**config.mk**
```make
export PLATFORM = sky130hd
export DESIGN_NAME = ds_job_sequencer
export DESIGN_NICKNAME = d
export VERILOG_FILES = /design/src/rtl/ds_pkg.sv /design/src/rtl/bram_port_mux.sv /design/src/rtl/ds_job_sequencer.sv
export SDC_FILE = /design/constraint.sdc
export NUM_CORES = 1
export LEC_CHECK = 0
export ABC_AREA = 1
export CAP_MARGIN = 10
export CORE_UTILIZATION = 67
export CTS_BUF_LIST = sky130_fd_sc_hd__clkbuf_4 sky130_fd_sc_hd__clkbuf_8
export CTS_CLUSTER_DIAMETER = 30
export DETAILED_ROUTE_END_ITERATION = 8
export DONT_BUFFER_PORTS = 1
export GPL_TIMING_DRIVEN = 0
export PLACE_DENSITY_LB_ADDON = 0.05
export RECOVER_POWER = 50
export SLEW_MARGIN = 20
export SYNTH_ARGS = -nofsm -noshare
export SYNTH_HDL_FRONTEND = slang
export SYNTH_SLANG_ARGS = --single-unit
```
**constraint.sdc**
```tcl
create_clock -name i_clk -period 2.6 [get_ports i_clk]
set_input_delay 0.52 -clock i_clk [delete_from_list [all_inputs] [get_ports i_clk]]
set_output_delay 0.52 -clock i_clk [all_outputs]
set_load 0.02 [all_outputs]
```
**src/rtl/ds_pkg.sv**
```systemverilog
// ds_pkg
// Shared definitions for the downsampling job sequencer slice.
// Provides the phase encoding used on the sequencer's phase output and the
// select input of the BRAM port mux, plus default bus widths.
// No ports (package).

package ds_pkg;

    localparam int ADDR_W_DEF = 16;
    localparam int DATA_W_DEF = 8;

    // Phase encoding is visible on the top-level phase output, so the
    // numeric values are fixed and must not be reordered.
    typedef enum logic [1:0] {
        PH_IDLE = 2'd0,
        PH_LOAD = 2'd1,
        PH_PROC = 2'd2,
        PH_DUMP = 2'd3
    } phase_t;

endpackage

```
**src/rtl/bram_port_mux.sv**
```systemverilog
// bram_port_mux
// Registered 3-way mux for the single BRAM address/write port. The active
// phase picks which requester (Rx loader, downsampler core, retriever)
// drives the port; IDLE and DUMP never write.
// Ports:
//   i_clk, i_rst_n            clock, synchronous active-low reset
//   i_sel                     current phase (ds_pkg::phase_t encoding)
//   i_flush                   forces an idle (no-write) cycle, used on abort
//   i_rx_addr/wen/wdata       loader request
//   i_proc_addr/wen/wdata     core request
//   i_ret_addr                retriever read address
//   o_bram_addr/wen/wdata     registered BRAM port

module bram_port_mux
    import ds_pkg::*;
#(
    parameter int ADDR_W = ADDR_W_DEF,
    parameter int DATA_W = DATA_W_DEF
) (
    input  logic              i_clk,
    input  logic              i_rst_n,
    input  logic [1:0]        i_sel,
    input  logic              i_flush,
    input  logic [ADDR_W-1:0] i_rx_addr,
    input  logic              i_rx_wen,
    input  logic [DATA_W-1:0] i_rx_wdata,
    input  logic [ADDR_W-1:0] i_proc_addr,
    input  logic              i_proc_wen,
    input  logic [DATA_W-1:0] i_proc_wdata,
    input  logic [ADDR_W-1:0] i_ret_addr,
    output logic [ADDR_W-1:0] o_bram_addr,
    output logic              o_bram_wen,
    output logic [DATA_W-1:0] o_bram_wdata
);

    logic [ADDR_W-1:0] r_addr;
    logic              r_wen;
    logic [DATA_W-1:0] r_wdata;

    // A flush behaves like reset for one cycle so an aborting phase can
    // never leave a write in flight on the transition edge.
    always_ff @(posedge i_clk) begin
        if (!i_rst_n || i_flush) begin
            r_addr  <= '0;
            r_wen   <= 1'b0;
            r_wdata <= '0;
        end else begin
            case (i_sel)
                PH_LOAD: begin
                    r_addr  <= i_rx_addr;
                    r_wen   <= i_rx_wen;
                    r_wdata <= i_rx_wdata;
                end
                PH_PROC: begin
                    r_addr  <= i_proc_addr;
                    r_wen   <= i_proc_wen;
                    r_wdata <= i_proc_wdata;
                end
                PH_DUMP: begin
                    r_addr  <= i_ret_addr;
                    r_wen   <= 1'b0;
                    r_wdata <= '0;
                end
                default: begin
                    r_addr  <= '0;
                    r_wen   <= 1'b0;
                    r_wdata <= '0;
                end
            endcase
        end
    end

    assign o_bram_addr  = r_addr;
    assign o_bram_wen   = r_wen;
    assign o_bram_wdata = r_wdata;

endmodule

```
**src/rtl/ds_job_sequencer.sv**
```systemverilog
// ds_job_sequencer
// Runs one image job at a time: LOAD (UART Rx bytes into BRAM), PROC (the
// downsampler core owns the BRAM, guarded by a watchdog), DUMP (retriever
// streams the BRAM out). Owns the single BRAM port through bram_port_mux.
// IMG_WORDS must not exceed 2**ADDR_W; PROC_TMO must be at least 2.
// Ports:
//   i_clk, i_rst_n           clock, synchronous active-low reset
//   i_go_n                   job request (active low), honoured only in IDLE
//   i_rx_valid, i_rx_data    UART Rx byte strobe and data
//   o_proc_start             one-cycle pulse starting the core
//   i_proc_done              core finished (first high cycle counts)
//   i_proc_addr/wen/wdata    core BRAM request
//   o_ret_start_n            one-cycle active-low retriever start
//   i_ret_addr, i_ret_fin    retriever read address and finish flag
//   o_bram_addr/wen/wdata    registered BRAM port
//   o_phase                  current phase (IDLE=0 LOAD=1 PROC=2 DUMP=3)
//   o_job_done               one-cycle pulse on DUMP->IDLE
//   o_err                    sticky error, cleared by the next accepted go

module ds_job_sequencer
    import ds_pkg::*;
#(
    parameter int ADDR_W    = ADDR_W_DEF,
    parameter int DATA_W    = DATA_W_DEF,
    parameter int IMG_WORDS = 65536,
    parameter int PROC_TMO  = 16777216
) (
    input  logic              i_clk,
    input  logic              i_rst_n,
    input  logic              i_go_n,
    input  logic              i_rx_valid,
    input  logic [DATA_W-1:0] i_rx_data,
    output logic              o_proc_start,
    input  logic              i_proc_done,
    input  logic [ADDR_W-1:0] i_proc_addr,
    input  logic              i_proc_wen,
    input  logic [DATA_W-1:0] i_proc_wdata,
    output logic              o_ret_start_n,
    input  logic [ADDR_W-1:0] i_ret_addr,
    input  logic              i_ret_fin,
    output logic [ADDR_W-1:0] o_bram_addr,
    output logic              o_bram_wen,
    output logic [DATA_W-1:0] o_bram_wdata,
    output logic [1:0]        o_phase,
    output logic              o_job_done,
    output logic              o_err
);

    // The load counter is one bit wider than the address so it can hold
    // IMG_WORDS itself after the final byte without wrapping.
    localparam int LOAD_W = ADDR_W + 1;
    localparam int TMO_W  = (PROC_TMO > 1) ? $clog2(PROC_TMO) : 1;
    localparam logic [LOAD_W-1:0] LOAD_LAST = LOAD_W'(IMG_WORDS - 1);
    localparam logic [TMO_W-1:0]  TMO_LAST  = TMO_W'(PROC_TMO - 1);

    phase_t            r_state;
    phase_t            w_next;
    logic [LOAD_W-1:0] r_load_cnt;
    logic [LOAD_W-1:0] w_load_cnt_next;
    logic [TMO_W-1:0]  r_tmo_cnt;
    logic [TMO_W-1:0]  w_tmo_next;
    logic              r_err;
    logic              w_err_next;
    logic              r_proc_start;
    logic              w_proc_start_next;
    logic              r_ret_start_n;
    logic              w_ret_start_n_next;
    logic              r_job_done;
    logic              w_job_done_next;
    logic              w_flush;

    // State and all control registers; every output pulse is registered so
    // it appears the cycle after the event that caused it.
    always_ff @(posedge i_clk) begin
        if (!i_rst_n) begin
            r_state       <= PH_IDLE;
            r_load_cnt    <= '0;
            r_tmo_cnt     <= '0;
            r_err         <= 1'b0;
            r_proc_start  <= 1'b0;
            r_ret_start_n <= 1'b1;
            r_job_done    <= 1'b0;
        end else begin
            r_state       <= w_next;
            r_load_cnt    <= w_load_cnt_next;
            r_tmo_cnt     <= w_tmo_next;
            r_err         <= w_err_next;
            r_proc_start  <= w_proc_start_next;
            r_ret_start_n <= w_ret_start_n_next;
            r_job_done    <= w_job_done_next;
        end
    end

    // Next-state and pulse decode. The watchdog counter only runs while in
    // PROC and is zero everywhere else, so each PROC entry gets a full
    // PROC_TMO-cycle budget. proc_done is tested before the timeout so it
    // wins when both land on the same cycle.
    always_comb begin
        w_next             = r_state;
        w_load_cnt_next    = r_load_cnt;
        w_tmo_next         = '0;
        w_err_next         = r_err;
        w_proc_start_next  = 1'b0;
        w_ret_start_n_next = 1'b1;
        w_job_done_next    = 1'b0;
        w_flush            = 1'b0;

        case (r_state)
            PH_IDLE: begin
                if (!i_go_n) begin
                    w_next          = PH_LOAD;
                    w_load_cnt_next = '0;
                    w_err_next      = 1'b0;
                end
            end
            PH_LOAD: begin
                if (i_rx_valid) begin
                    w_load_cnt_next = r_load_cnt + LOAD_W'(1);
                    if (r_load_cnt == LOAD_LAST) begin
                        w_next            = PH_PROC;
                        w_proc_start_next = 1'b1;
                    end
                end
            end
            PH_PROC: begin
                if (i_proc_done) begin
                    w_next             = PH_DUMP;
                    w_ret_start_n_next = 1'b0;
                end else if (r_tmo_cnt == TMO_LAST) begin
                    w_next     = PH_IDLE;
                    w_err_next = 1'b1;
                    w_flush    = 1'b1;
                end else begin
                    w_tmo_next = r_tmo_cnt + TMO_W'(1);
                end
            end
            PH_DUMP: begin
                if (i_ret_fin) begin
                    w_next          = PH_IDLE;
                    w_job_done_next = 1'b1;
                end
            end
            default: begin
                w_next = PH_IDLE;
            end
        endcase

        // A byte arriving outside LOAD has nowhere to go; flag it. This
        // deliberately overrides the clear from a go accepted the same cycle.
        if (i_rx_valid && (r_state != PH_LOAD)) begin
            w_err_next = 1'b1;
        end
    end

    bram_port_mux #(
        .ADDR_W (ADDR_W),
        .DATA_W (DATA_W)
    ) u_bram_port_mux (
        .i_clk        (i_clk),
        .i_rst_n      (i_rst_n),
        .i_sel        (r_state),
        .i_flush      (w_flush),
        .i_rx_addr    (r_load_cnt[ADDR_W-1:0]),
        .i_rx_wen     (i_rx_valid),
        .i_rx_wdata   (i_rx_data),
        .i_proc_addr  (i_proc_addr),
        .i_proc_wen   (i_proc_wen),
        .i_proc_wdata (i_proc_wdata),
        .i_ret_addr   (i_ret_addr),
        .o_bram_addr  (o_bram_addr),
        .o_bram_wen   (o_bram_wen),
        .o_bram_wdata (o_bram_wdata)
    );

    assign o_phase       = r_state;
    assign o_proc_start  = r_proc_start;
    assign o_ret_start_n = r_ret_start_n;
    assign o_job_done    = r_job_done;
    assign o_err         = r_err;

endmodule

```
==> flow_summary_export.csv <==
group,metric,value,unit
run_status,outcome,"finished clean",
grt,antenna_found_initial,0,
timing,fin_tns_setup,0,ns
logic_synthesis,synth_xor_xnor_area_share,2.52,%
grt,grt_usage,30.5,%
floorplanning,start_util,71.7,%
setup_path,path_cells,"ha_1 -> nand2_2 -> nor2_1 -> nand2_1 -> nor2_1 -> nand3_1 -> nand3_1 -> a21oi_1",
clock_tree,numCtsBuffers,9,
setup_path,cp-end-kind,"flop",
logic_synthesis,synth_area_leaders,"dfxtp_1 (41%), nand2_1 (14%), a21oi_1 (6.8%)",
logic_synthesis,yosys.area_share.simple,33.9,%
clock_tree,cts_hold_buffers,0,
clock_tree,cts_resized,0,
place,dp.cells,553,
floorplanning,die_h,74.1,um
logic_synthesis,synth_top_family_by_area,"simple AND/OR/NAND/NOR gates",
logic_synthesis,synth_fp_nets,548,
routing,drt-total-wl,8130,um
grt,grt_pass1_wl,12700,um
pwr,power.leakage,1.26,nW
setup_path,path_buf_inv,0,
logic_synthesis,syn_area_per_cell,7.16,um^2
floorplanning,fp-row-count,25,
timing,final-setup-viol-count,0,
logic_synthesis,synth.distinct_cells,33,
clock_tree,insertion_delay,0.34,ns
logic_synthesis,synth_fa_ha_area_share,2.52,%
setup_path,cp.arrival,2.50,ns
setup_path,crit_fanout,9,
pwr,powerDensity,748,nW/um^2
logic_synthesis,ys_warn_count,0,
final_layout,fin_util,76.6,%
timing,fin_crit,2.29,ns
setup_path,worstSetupStartpointType,"flop",
routing,first_iter_violations,289,
setup_path,slowest_delay,0.46,ns
final_layout,synthToLayoutAreaGrowth,6.83,%
logic_synthesis,syn_area,3480,um^2
floorplanning,die-area,5480,um^2
pwr,irDropWorstVdd,0.000495,V
routing,routed_via_density,5.67,
timing,finalClockSkew,0.00869,ns
routing,route.vias.total,3229,
timing,fin_crit_sh,87.9,%
setup_path,crit_type,"reg2reg",
clock_tree,path_clk_slew,0.07,ns
final_layout,drive_above_1_share,8.96,%
logic_synthesis,yosysTopAreaCell,"dfxtp_1",
logic_synthesis,synth_compound_area_share,11.9,%
timing,maxSlewViolCount,0,
routing,wl_per_cell,14.3,um
logic_synthesis,yosys.area.top_type_share,41.4,%
setup_path,required,2.82,ns
job,maxCapViolCount,0,
routing,antenna_left,0,
grt,grt_max_degree,13,
floorplanning,core-area,4850,um^2
routing,drt_first_pass_iters,5,
logic_synthesis,ys_seq_area_share,41.4,%
setup_path,crit_family,"simple AND/OR/NAND/NOR gates",
logic_synthesis,synth-seq-cells,72,
floorplanning,die_x,74.1,um
timing,relSlewSlack,66.9,%
clock_tree,clockBufferDepth,2,
timing,fmax,0.437,GHz
place,numPortBuffers,0,
final_layout,nNetsFinal,559,
setup_path,crit_slowest_cell,"dfxtp_1",
timing,rsz0062_at_grt,"false",
final_layout,instances_no_fill,569,
clock_tree,h-tree-depth,3,
final_layout,antenna_cells,0,
clock_tree,cts-root-buf,"clkbuf_8",
clock_tree,cts_setup_buffers,0,
place,gp_congestion,0.889,
grt,grt_pass1_vias,2852,
logic_synthesis,netlist_instances,486,
clock_tree,cts_tree,"yes",
timing,worstMarginPinSlew,0.497,ns
min_path,hp-class,"in2reg",
timing,hold_violations,0,
logic_synthesis,synth_mux_area_share,0,%
floorplanning,io_pins,86,
grt,gr-total-overflow,0,
clock_tree,cts.sinks,72,
place,hpwl,6050,um
routing,drc_errors,0,
## metal layers
layer	GRT usage, %	wire length (um)	vias to the layer above
li1	-	-	1599
met1	39.9	3470	1445
met2	48.9	3710	165
met3	8.13	835	20
met4	10.0	113	0
met5	0	0	-
## metrics by stage
| step | worst slack, ns | hold WS, ns | power [mW] | area [um^2] |
|---|---|---|---|---|
| after detailed placement | 0.542 | 0.471 | 1.92 | 3560 |
| after global placement | 0.565 | 0.455 | 1.91 | 3560 |
| after CTS | 0.466 | 0.264 | 2.79 | 3760 |
| final | 0.314 | 0.273 | 2.78 | 3720 |
| after global routing | 0.144 | 0.258 | 2.92 | 3720 |
| after floorplan | 0.835 | 0.441 | 1.77 | 3480 |
## cell families after synthesis
group	Yosys count
AOI/OAI and AO/OA	80
and+or+nand+nor	254
buffers and inverters	63
adders and majority gates	7
xor gates and xnor gates	10
DFF	72
## registers in the layout, summed over array words and instances (netlist names)
| register | count |
|---|---|
| o_err | 1 |
| o_job_done | 1 |
| r_tmo_cnt | 24 |
| o_phase | 2 |
| u_bram_port_mux.o_bram_wdata | 8 |
| r_load_cnt | 17 |
| o_ret_start_n | 1 |
| u_bram_port_mux.o_bram_addr | 16 |
| o_proc_start | 1 |
| u_bram_port_mux.o_bram_wen | 1 |
## cells in the mapped netlist, drive strengths merged
library cell,number
a21boi,1
inv,49
dfxtp,72
ha,7
nand2,136
nor3,23
nand3b,6
xnor2,4
xor2,6
o21ai,28
nor2,60
nand4,8
buf,8
nor3b,2
a22o,1
clkbuf,6
a221oi,1
a211oi,1
o211ai,1
nand3,17
a21oi,47
nor4,2
## area by class of cell
type	instances	area (um^2)
Clock inverter	5	57.6
Buffer	14	82.6
Tap cell	67	83.8
Multi-Input combinational cell	351	1730
Fill cell	382	1130
Sequential cell	72	1440
Inverter	49	184
Clock buffer	11	139
## worst paths after layout
kind / cells after the start / end / slack [ns] / start
hold reg to reg: 2 / r_load_cnt[2] / 0.48 / r_load_cnt[2]
hold / removal: 1 / o_ret_start_n / 0.27 / i_proc_done
setup / recovery: 8 / u_bram_port_mux.o_bram_wen / 0.31 / r_tmo_cnt[0]
setup reg to reg: 8 / u_bram_port_mux.o_bram_wen / 0.31 / r_tmo_cnt[0]
## cells in the final DEF, fill, tap and decap left out, drive strengths merged
| master | instances |
|---|---|
| o211ai | 1 |
| nand3b | 6 |
| buf | 7 |
| nor3b | 2 |
| a21boi | 1 |
| nand2 | 136 |
| a221oi | 1 |
| bufinv | 1 |
| clkinv | 4 |
| xnor2 | 4 |
| a22o | 1 |
| o21ai | 28 |
| nand4 | 8 |
| nand3 | 17 |
| a21oi | 47 |
| nor4 | 2 |
| xor2 | 6 |
| dfxtp | 72 |
| nor2 | 60 |
| nor3 | 23 |
| a211oi | 1 |
| ha | 7 |
| clkbuf | 18 |
| inv | 49 |
## where the power goes
part / leakage (nW) / internal, mW / switching [mW] / total [mW]
logic: 0.574 / 0.183 / 0.458 / 0.641
clock network: 0.104 / 0.465 / 0.413 / 0.877
registers: 0.581 / 1.16 / 0.0993 / 1.26
(Power assumes the default switching activity.)
